### config.mk
export PLATFORM = sky130hd
export DESIGN_NAME = pwm_run_sequencer
export DESIGN_NICKNAME = d
export VERILOG_FILES = /design/src/rtl/pwm_run_sequencer.sv
export SDC_FILE = /design/constraint.sdc
export NUM_CORES = 1
export LEC_CHECK = 0
export ABC_CLOCK_PERIOD_IN_PS = 2900
export CORE_MARGIN = 2
export CORE_UTILIZATION = 45
export CTS_CLUSTER_DIAMETER = 40
export DETAILED_ROUTE_END_ITERATION = 12
export MAX_ROUTING_LAYER = met4
export PLACE_DENSITY_LB_ADDON = 0.2
export SYNTH_ARGS = -nofsm -noshare
export SYNTH_HDL_FRONTEND = slang
export SYNTH_SLANG_ARGS = --single-unit
### constraint.sdc
create_clock -name clock -period 2.9 [get_ports clock]
set_clock_uncertainty 0.05 [all_clocks]
set_input_delay 0.435 -clock clock [delete_from_list [all_inputs] [get_ports clock]]
set_output_delay 0.435 -clock clock [all_outputs]
set_load 0.005 [all_outputs]
### src/rtl/pwm_run_sequencer.sv
// Start/stop/fault sequencer for a bank of PWM chains: issues a counter sync,
// staggers chain enables, retires chains on period boundaries on a graceful stop.
module pwm_run_sequencer #(
  parameter int N_CHAINS    = 2,
  parameter int DELAY_WIDTH = 16
) (
  input  logic                   clock,
  input  logic                   reset,
  input  logic                   start_req,
  input  logic                   stop_req,
  input  logic                   fault,
  input  logic                   fault_clear,
  input  logic [N_CHAINS-1:0]    period_end,
  input  logic [DELAY_WIDTH-1:0] stagger_delay,
  output logic [N_CHAINS-1:0]    chain_run,
  output logic                   sync,
  output logic [2:0]             state,
  output logic                   fault_latched,
  output logic                   busy
);

  localparam int IDX_W = (N_CHAINS > 1) ? $clog2(N_CHAINS) : 1;

  typedef enum logic [2:0] {
    IDLE     = 3'd0,
    SYNC     = 3'd1,
    STAGGER  = 3'd2,
    RUNNING  = 3'd3,
    STOPPING = 3'd4,
    FAULT    = 3'd5
  } state_e;

  state_e                 state_q;
  logic [N_CHAINS-1:0]    chain_run_q;
  logic                   sync_q;
  logic                   fault_latched_q;
  logic                   busy_q;
  logic [IDX_W-1:0]       idx_q;
  logic [DELAY_WIDTH-1:0] cnt_q;
  logic [DELAY_WIDTH-1:0] dly_q;

  always_ff @(posedge clock) begin
    if (reset) begin
      state_q         <= IDLE;
      chain_run_q     <= '0;
      sync_q          <= 1'b0;
      fault_latched_q <= 1'b0;
      busy_q          <= 1'b0;
      idx_q           <= '0;
      cnt_q           <= '0;
      dly_q           <= '0;
    end else begin
      sync_q <= 1'b0;
      // A live fault preempts every other request in all states but FAULT itself
      if (fault && (state_q != FAULT)) begin
        state_q         <= FAULT;
        chain_run_q     <= '0;
        fault_latched_q <= 1'b1;
        busy_q          <= 1'b1;
      end else begin
        case (state_q)
          IDLE: begin
            if (start_req && !fault_latched_q) begin
              state_q <= SYNC;
              sync_q  <= 1'b1;
              busy_q  <= 1'b1;
            end
          end
          SYNC: begin
            state_q        <= STAGGER;
            chain_run_q    <= '0;
            chain_run_q[0] <= 1'b1;
            idx_q          <= '0;
            cnt_q          <= '0;
            dly_q          <= stagger_delay;
          end
          STAGGER: begin
            if (stop_req) begin
              state_q <= STOPPING;
            end else if (idx_q == IDX_W'(N_CHAINS - 1)) begin
              state_q <= RUNNING;
            end else if (cnt_q == dly_q) begin
              // Enables form a thermometer code, so the next chain is one shift up
              chain_run_q <= chain_run_q | (chain_run_q << 1);
              idx_q       <= idx_q + IDX_W'(1);
              cnt_q       <= '0;
            end else begin
              cnt_q <= cnt_q + DELAY_WIDTH'(1);
            end
          end
          RUNNING: begin
            if (stop_req) state_q <= STOPPING;
          end
          STOPPING: begin
            if (chain_run_q == '0) begin
              state_q <= IDLE;
              busy_q  <= 1'b0;
            end else begin
              chain_run_q <= chain_run_q & ~period_end;
            end
          end
          FAULT: begin
            if (fault_clear && !fault) begin
              state_q         <= IDLE;
              fault_latched_q <= 1'b0;
              busy_q          <= 1'b0;
            end
          end
          default: begin
            state_q     <= IDLE;
            chain_run_q <= '0;
            busy_q      <= 1'b0;
          end
        endcase
      end
    end
  end

  assign chain_run     = chain_run_q;
  assign sync          = sync_q;
  assign state         = state_q;
  assign fault_latched = fault_latched_q;
  assign busy          = busy_q;

endmodule

; ---- Word level (Yosys, flattened, before mapping)
; Cells that the tools add are included.
[classes]
reduce_logical = 22
n_addsub = 2
n_bitwise = 6
eq_ne = 22
n_mux = 29
[ops]
columns = op, n
row1 = 16-bit two-way mux, 3
row2 = 16-bit one-hot mux with 2 select lines, 1
row3 = 3-bit two-way mux, 7
row4 = "3-bit != test, second input constant", 6
row5 = 3-bit one-hot mux with 6 select lines, 1
row6 = "16-bit by 1-bit adder with 16-bit output, second input constant", 1
row7 = 16-bit equality test, 1
row8 = "2-bit != test, second input constant", 8
row9 = 5-bit AND reduction, 3
row10 = 1-bit two-way mux, 10
row11 = 3-bit OR reduction, 3
row12 = 2-bit two-way mux, 4
row13 = 2-bit one-hot mux with 4 select lines, 1
row14 = 4-bit AND reduction, 2
row15 = "3-bit by 2-bit equality test with 1-bit output, second input constant", 2
row16 = "3-bit equality test, second input constant", 2
row17 = 2-bit nonzero test, 3
row18 = "4-bit != test, second input constant", 1
row19 = 1-bit one-hot mux with 4 select lines, 1
row20 = 2-bit AND reduction, 2
row21 = "3-bit by 1-bit equality test with 1-bit output, second input constant", 1
row22 = 1-bit logical AND, 3
row23 = 3-bit logical NOT, 1
row24 = 1-bit NOT, 3
row25 = 10 further kinds, 11
[totals]
word_cells = 90
regBits = 41
input_bits = 24
out_inout_bits = 8

; ---- Longest topological paths before layout
; Gate-level depths: netlist of the first run.
[depth]
ltp_word = 5
depth_mapped = 7
mapped_depth_nobuf = 5

; ---- Worst setup path after synthesis of the first run
; Ideal clock, no wire load.
[synth_timing]
path_kind = register to register
from = register state_q[2] (netlist: state[2])
to = register cnt_q[10]
setup_ns = 0.133
period_less_slack_ns = 1.723
required_ns = 2.717
arrival_ns = 1.540
path_slack_ns = 1.177
stages_incl_launch_ff = 7
n_path_buf = 2
path_cell_list = dfxtp_1 -> buf_2 -> nor2_1 -> o21a_1 -> a21boi_2 -> buf_4 -> nor3_1
[synth_via]
elab_chain_cells = 4
word_cells_on_any_way = 10
classes_between = 5 x eq/ne / 1 x mux / 1 x bitwise / 3 x reduce/logical
[synth_lines]
columns = element, line
row1 = from (decl), 33  ; state_e state_q;
row2 = from (signal assigned), 44  ; state_q <= IDLE;
row3 = from (signal assigned), 56  ; state_q <= FAULT;
row4 = from (signal assigned), 64  ; state_q <= SYNC;
row5 = branches (longest 4 deep; another with 4-bit AND reduction), --
row6 = to (signal assigned), 88  ; cnt_q <= cnt_q + DELAY_WIDTH'(1);
row7 = to (decl), 39  ; logic [DELAY_WIDTH-1:0] cnt_q;
; Several ways; the timed one is not identified.
; A chain may end at the register's enable or synchronous reset.

; ---- Worst setup path after layout of the first run
[layout_timing]
from = register state_q[2] (netlist: state[2])
to = output state[2]
[layout_rtl]
columns = element, line
row1 = to (decl), 17  ; output logic [2:0] state,
; No word-level cell between the ends.

==> flow_summary.ini, run 1 <==
[floorplanning]
die-area_um2 = 5087
chipWidth_um = 71.32
die_h_um = 71.32
ios = 32
start_util_pct = 46.84
core_um2 = 4354
num_rows = 24

[clock_tree]
clk_pin_slew_ns = 0.07
insertion_delay_ns = 0.28
cts_setup_buffers = 0
numCtsBuffers = 5
cts_tree = yes
cts_sinks = 41
htreeDepth = 2
cts_root_buf = clkbuf_8
ctsResizeCount = 0
cts_max_path_buffers = 2
ctsHoldBuffers = 0

[global_routing]
grt_pass1_wl_um = 7217
grt_max_degree = 41
antenna_found_initial = 0
grtUsageTotal_pct = 18.02
grt_overflow = 0
grt_pass1_vias = 1608

[synth]
yosysWarningCount = 0
synth_compound_area_share_pct = 15.64
ys_types = 38
synth_top_family_by_area = simple AND/OR/NAND/NOR gates
async_reset_ff_share_pct = 0
synth.ff_latch_count = 41
syn_area_um2 = 2039
avgSynthCellArea_um2 = 8.358
synth.mux.area_fraction_pct = 0.4908
synthCells = 244
synth-simple-area-share_pct = 25.58
synth_nets = 269
seq_area_frac_synth_pct = 40.25
synth-edff-count = 0
synth_adder_area_share_pct = 0.6135
ys.flop_type = dfxtp_1
synthXorXnorAreaFrac_pct = 12.88

[sta]
rsz0062_at_grt = no
fmaxAchievable_mhz = 485.1
min_period_ns = 2.062
totalNegativeSetupSlack_ns = 0
fin_crit_sh_pct = 71.09
tightest_slew_ns = 0.5735
final-max-slew-violation-count = 0
hold_violations = 0
slew_headroom_pct = 61.71
setup_violations = 0

[worst_hold_path]
worstHoldPathCells = 2
hold_class = reg -> reg

[critical_path]
path_buf_inv = 1
cp.arrival_ns = 1.58
cp-start-kind = flip-flop
crit_path_end_kind = output pin
rrSetupSlack_ns = 1.00
reg2reg_depth = 5
cpLargestDelayFamily = flip-flops
worstPathRequired_ns = 2.41
crit_type = reg -> out
path_cells = clkdlybuf4s50_1
crit_cells = 1
crit_path_max_incr_delay_ns = 0.69
startpoint = state[2]
crit_slowest_cell = dfxtp_1
crit_path_max_fanout = 18
r2r_start = state[1]
r2r-end = cnt_q[9]
critPathCapture = state[2]

[placed_design]
dp_hpwl_um = 2968
gp_congestion = 0.7766
dp.cells = 317
numPortBuffers = 31

[power_and_ir_drop]
ir_drop_v = 0.0001941
power.total_mw = 1.100
powerDensity_nw_per_um2 = 448.0
power_leakage_nw = 0.8960

[final_layout]
diodes = 0
drive_gt1_share_pct = 7.749
instances_no_fill = 323
fill_cells = 416
utilization_pct = 56.41
final_nets = 297
syn_to_final_growth_pct = 20.43

[routing]
first_pass_iters = 4
drtIter0Drc = 76
drc_errors = 0
antenna_left = 0
vias = 1718
totalWireLength_um = 4128
wire_per_inst_um = 12.78
avgViaCountPerCell = 5.319

[status]
outcome = finished clean

[flow_run]
max-cap-violations = 0
[routing by layer]
metal | part of all wire (%) | wire [µm] | vias to the layer above | global-route usage (%)
li1 | - | - | 891 | -
met1 | 49 | 2016 | 774 | 23.33
met2 | 45 | 1852 | 44 | 27.37
met3 | 4.3 | 176 | 9 | 3.516
met4 | 2.0 | 82 | 0 | 7.966
met5 | 0 | 0 | - | -
[metrics by stage]
stage                     hold slack (ns)  instance area (µm²)  worst slack (ns)
final                              0.4168                 2456            0.8384
after detailed placement           0.4109                 2382            0.6160
after floorplan                    0.3978                 2039             1.177
after CTS                          0.4212                 2456            0.8303
after global routing               0.4395                 2456            0.7662
after global placement             0.4058                 2382            0.6654
[worst min path at each step]
| stage | startpoint | to | slack [ns] |
|---|---|---|---|
| 3_3_place_gp | dly_q[13] | dly_q[13] | 0.41 |
| 4_1_cts | dly_q[1] | dly_q[1] | 0.42 |
| 6_report | dly_q[4] | dly_q[4] | 0.42 |
| 5_1_grt | dly_q[4] | dly_q[4] | 0.44 |
| 3_5_place_dp | dly_q[1] | dly_q[1] | 0.41 |
| 2_1_floorplan | dly_q[0] | dly_q[0] | 0.40 |
[Yosys cell counts, drive strengths merged, types with 2 or more instances]
cell	number	share of area [%]
a211oi	3	1.3
a21oi	26	6.4
buf	4	1.2
clkbuf	10	1.8
dfxtp	41	40
inv	8	1.5
nand2	40	7.4
nand2b	3	0.92
nand3	2	0.49
nand4	3	0.92
nor2	12	2.2
nor2b	2	0.61
nor3	23	6.1
nor4	7	2.5
nor4b	3	2.3
o2111ai	2	2.0
o211ai	3	1.1
o21a	3	1.1
o21ai	9	2.2
xnor2	13	5.6
xor2	17	7.3
[registers in the layout, summed over array words and instances, names as in the netlist]
| signal | count |
|---|---|
| state | 3 |
| cnt_q | 16 |
| busy | 1 |
| idx_q | 1 |
| sync | 1 |
| chain_run | 2 |
| dly_q | 16 |
| fault_latched | 1 |
[cells in the final DEF (no fill, tap or decap), drive strengths merged]
master,instances
or4b,1
and4b,1
mux2i,1
clkdlybuf4s50,31
clkbuf,5
nor4b,3
buf,4
o21a,3
nor2b,2
and2,1
a211oi,3
nor3,23
o211a,1
and2b,1
o2111ai,2
nand3,2
ha,1
nand2,40
a21oi,26
nor2,12
and4,1
clkinv,1
nand2b,3
inv,8
nor4,7
nand4,3
xor2,17
o211ai,3
a311oi,1
o21ai,9
a21boi,1
xnor2,13
dfxtp,41
[cells by family (layout without fill, tap and decap cells)]
family,Yosys count,after routing
compound gates,49,49
buf+inv,22,49
flops,41,41
mux,1,1
fa+ha+maj,1,1
simple gates,100,100
xor+xnor,30,30
[power breakdown]
part           switching (mW)  internal, mW  leakage (nW)
clock                   0.178         0.158        0.0399
sequential             0.0236         0.582         0.333
combinational          0.0787        0.0796         0.523
total                   0.281         0.819         0.896
[layout make-up]
cell class | count | area [µm²] | share of cell area, %
clock buffer | 5 | 68.82 | 2.802
inverter | 8 | 30.03 | 1.223
timing repair buffer | 35 | 340.3 | 13.86
tap | 52 | 65.06 | 2.649
sequential | 41 | 820.8 | 33.42
clock inverter | 1 | 5.005 | 0.2038
multi-input combinational | 181 | 1126 | 45.85
No activity file was read; power rests on OpenSTA's default activity.
==> run 2: changes to the inputs <==
--- a/config.mk
+++ b/config.mk
@@ -5,7 +5,7 @@
 export SDC_FILE = /design/constraint.sdc
 export NUM_CORES = 1
 export LEC_CHECK = 0
-export ABC_CLOCK_PERIOD_IN_PS = 2900
+export ABC_CLOCK_PERIOD_IN_PS = 2050
 export CORE_MARGIN = 2
 export CORE_UTILIZATION = 45
 export CTS_CLUSTER_DIAMETER = 40
==> constraint.sdc (replaced) <==
create_clock -name clock -period 2.05 [get_ports clock]
set_clock_uncertainty 0.05 [all_clocks]
set_input_delay 0.3075 -clock clock [delete_from_list [all_inputs] [get_ports clock]]
set_output_delay 0.3075 -clock clock [all_outputs]
set_load 0.005 [all_outputs]
==> flow_summary.ini, run 2 (same netlist as run 1, synthesis figures left out) <==
[clock_tree]
ctsHoldBuffers = 0
cts_setup_buffers = 0
ctsResizeCount = 0
numCtsBuffers = 5
cts_sinks = 41
cts_max_path_buffers = 2
cts_root_buf = clkbuf_8
cts_tree = yes
clk_pin_slew_ns = 0.08
htreeDepth = 2
insertion_delay_ns = 0.29

[final_layout]
stdcell_area_um2 = 2541
fill_cells = 395
layout_commonest_cell = dfxtp_1
utilization_pct = 58.36
final_cell_mix = 41 x dfxtp_1, 40 x nand2_1, 31 x clkdlybuf4s50_1
diodes = 0
final_nets = 305
syn_to_final_growth_pct = 24.60
drive_gt1_share_pct = 10.36

[floorplanning]
ios = 32
core_um2 = 4354
die_h_um = 71.32
num_rows = 24
start_util_pct = 46.84
die-area_um2 = 5087
chipWidth_um = 71.32

[power_and_ir_drop]
powerDensity_nw_per_um2 = 639.9
power_leakage_nw = 0.9446
power.total_mw = 1.626
ir_drop_v = 0.0004346

[sta]
setup_violations = 0
totalNegativeSetupSlack_ns = 0
min_period_ns = 1.857
fin_crit_sh_pct = 90.60
slew_headroom_pct = 76.08
final-max-slew-violation-count = 0
rsz0062_at_grt = no
fin_worst_hold_slack_ns = 0.4174
hold_violations = 0
tightest_slew_ns = 0.3566
fmaxAchievable_mhz = 538.4

[global_routing]
grt_pass1_wl_um = 7327
grt_overflow = 0
grtUsageTotal_pct = 18.58
grt_pass1_vias = 1614
antenna_found_initial = 0
grt_max_degree = 41

[critical_path]
path_buf_inv = 2
crit_path_end_kind = output pin
path_cells = buf_4 > clkdlybuf4s50_1
cpLargestDelayFamily = buffers and inverters
crit_type = reg -> out
crit_slowest_cell = dfxtp_1
cp-start-kind = flip-flop
cp.arrival_ns = 1.50
worstPathRequired_ns = 1.69
crit_path_max_incr_delay_ns = 0.51
crit_path_max_fanout = 8

[routing]
totalWireLength_um = 4167
first_pass_iters = 4
drc_errors = 0
vias = 1739
wire_per_inst_um = 12.55
antenna_left = 0
drtIter0Drc = 117
avgViaCountPerCell = 5.238

[placed_design]
dp_hpwl_um = 2948
place_area_um2 = 2455
gp_congestion = 0.7979
numPortBuffers = 31

[flow_run]
max-cap-violations = 0

[worst_hold_path]
hold_class = reg -> reg

[status]
outcome = finished clean
run 2: metrics by stage:
step	setup WS (ns)	instances
final	0.1926	332
after CTS	0.1916	332
after floorplan	0.3268	244
after global placement	-0.02533	325
after global routing	0.06534	332
after detailed placement	-0.08393	325
run 2: layer usage:
| layer | GRT usage, % | wire, µm |
|---|---|---|
| met5 | - | 0 |
| met4 | 7.547 | 54 |
| met3 | 5.063 | 185 |
| met2 | 27.78 | 1879 |
| met1 | 23.81 | 2048 |
run 2: worst paths after layout:
kind / startpoint / end / slack [ns] / depth (start not counted)
hold reg to reg: dly_q[10] / dly_q[10] / 0.42 / 2
setup / recovery: state[0] / state[0] / 0.19 / 2
hold / removal: dly_q[10] / dly_q[10] / 0.42 / 2
setup reg to reg: state[1] / cnt_q[9] / 0.29 / 5
run 2: power breakdown:
part / internal [mW] / switching, mW
Sequential: 0.823 / 0.0237
Clock: 0.267 / 0.263
Combinational: 0.127 / 0.123
run 2: final cells by class:
type / count / area (µm²) / area share (%)
Inverter: 8 / 30.03 / 1.182
Tap cell: 52 / 65.06 / 2.560
Multi-Input combinational cell: 181 / 1126 / 44.31
Sequential cell: 41 / 820.8 / 32.30
Timing Repair Buffer: 43 / 412.9 / 16.25
Clock buffer: 7 / 86.33 / 3.397
run 2: worst min-delay path, delay by kind of cell, from the launching register on:
kind | cells | cell delay, ns
and+or+nand+nor | 1 | 0.05
DFF | 1 | 0.32
AOI/OAI and AO/OA | 1 | 0.05
==> run 3: changes to the inputs <==
--- a/config.mk
+++ b/config.mk
@@ -7,7 +7,7 @@
 export LEC_CHECK = 0
 export ABC_CLOCK_PERIOD_IN_PS = 2050
 export CORE_MARGIN = 2
-export CORE_UTILIZATION = 45
+export CORE_UTILIZATION = 53
 export CTS_CLUSTER_DIAMETER = 40
 export DETAILED_ROUTE_END_ITERATION = 12
 export MAX_ROUTING_LAYER = met4
==> flow_summary.ini, run 3 (same netlist as run 1, synthesis figures left out) <==
[routing]
wire_per_inst_um = 13.45
vias = 1798
antenna_left = 0
drtIter0Drc = 148
drc_errors = 0
avgViaCountPerCell = 5.482
totalWireLength_um = 4410
first_pass_iters = 4

[critical_path]
crit_path_max_fanout = 7
crit_slowest_cell = clkdlybuf4s50_1
rrSetupSlack_ns = 0.24
crit_path_max_incr_delay_ns = 0.50
worstPathRequired_ns = 2.22
r2r_start = cnt_q[3]
cp-start-kind = input port
critPathCapture = cnt_q[9]
cp.arrival_ns = 2.02
crit_cells = 6
crit_type = in -> reg
reg2reg_depth = 6
crit_path_end_kind = flip-flop
r2r-end = cnt_q[4]
path_cells = clkdlybuf4s50_1 > nor4b_4 > o2111ai_4 > nor4b_2 > o211ai_1 > a211oi_2
cpLargestDelayFamily = simple AND/OR/NAND/NOR gates
path_buf_inv = 1
startpoint = stop_req

[placed_design]
gp_congestion = 0.7864
dp_hpwl_um = 3101
preCtsSetupSlack_ns = -0.1087
numPortBuffers = 31

[global_routing]
grt_busiest_layer = met1
grt_pass1_wl_um = 7465
grt_overflow = 0
use_met1_pct = 32.77
use_met2_pct = 31.31
antenna_found_initial = 0
grtUsageTotal_pct = 23.31
met3_usage_pct = 6.814
grt_pass1_vias = 1570
grt_max_degree = 28

[power_and_ir_drop]
power.total_mw = 1.782
power_leakage_nw = 0.9525
ir_drop_v = 0.0004016
powerDensity_nw_per_um2 = 696.6

[status]
outcome = finished clean

[clock_tree]
ctsResizeCount = 0
insertion_delay_ns = 0.30
htreeDepth = 2
cts_sinks = 41
cts_max_path_buffers = 2
ctsHoldBuffers = 0
cts_setup_buffers = 0
numCtsBuffers = 5
cts_root_buf = clkbuf_8
clk_pin_slew_ns = 0.08
cts_tree = yes

[final_layout]
fill_cells = 307
ff_latch_area_um2 = 820.8
final_nets = 304
diodes = 0
layout_commonest_cell = dfxtp_1
multi_input_area_um2 = 1126
final_cell_mix = 41 x dfxtp_1, 40 x nand2_1, 31 x clkdlybuf4s50_1
utilization_pct = 69.37
syn_to_final_growth_pct = 25.46
drive_gt1_share_pct = 10.36

[sta]
min_period_ns = 1.852
setup_violations = 0
tightest_slew_ns = 0.5270
rsz0062_at_grt = no
final-max-slew-violation-count = 0
fin_crit_sh_pct = 90.34
hold_violations = 0
totalNegativeSetupSlack_ns = 0
final.setup.worst_slack_ns = 0.1981
fmaxAchievable_mhz = 540.0
slew_headroom_pct = 64.78

[worst_hold_path]
hold_class = reg -> reg

[floorplanning]
core_um2 = 3689
die_h_um = 66.03
start_util_pct = 55.29
ios = 32
die-area_um2 = 4360
chipWidth_um = 66.03
num_rows = 22

[flow_run]
max-cap-violations = 0
## run 3: through the flow
stage               std cells  cell area [µm²]  hold slack, ns
floorplan                 244             2039          0.3935
global placement          320             2442          0.4048
detailed placement        320             2442          0.4110
CTS                       328             2559          0.4221
global route              328             2559          0.4390
finish                    328             2559          0.4175
## run 3: where the power goes
part | switching, mW | internal [mW] | total, mW
Combinational | 0.127 | 0.126 | 0.253
Clock | 0.286 | 0.397 | 0.683
Sequential | 0.0235 | 0.822 | 0.846
## run 3: layout make-up
class | count | share of cell area [%]
Multi-Input combinational cell | 181 | 44.01
Clock buffer | 7 | 3.374
Sequential cell | 41 | 32.08
Tap cell | 48 | 2.347
Clock inverter | 1 | 1.174
Timing Repair Buffer | 42 | 15.84
Inverter | 8 | 1.174
## run 3: worst min-delay path by stage
stage,depth (start not counted),endpoint,slack [ns],startpoint
4_1_cts,2,dly_q[14],0.42,dly_q[14]
2_1_floorplan,2,dly_q[0],0.39,stagger_delay[0]
6_report,2,dly_q[3],0.42,dly_q[3]
5_1_grt,2,dly_q[14],0.44,dly_q[14]
3_3_place_gp,2,dly_q[11],0.40,dly_q[11]
3_5_place_dp,2,dly_q[2],0.41,dly_q[2]
## run 3: metal layers
metal,vias up,wire (µm)
li1,909,-
met1,829,2129
met2,53,1990
met3,7,227
met4,0,63
met5,-,0
## run 3: tightest hold or removal path: cells and delay by family (launching register included)
family / cells / cell delay, ns
flops: 1 / 0.32
simple gates: 1 / 0.05
compound gates: 1 / 0.05
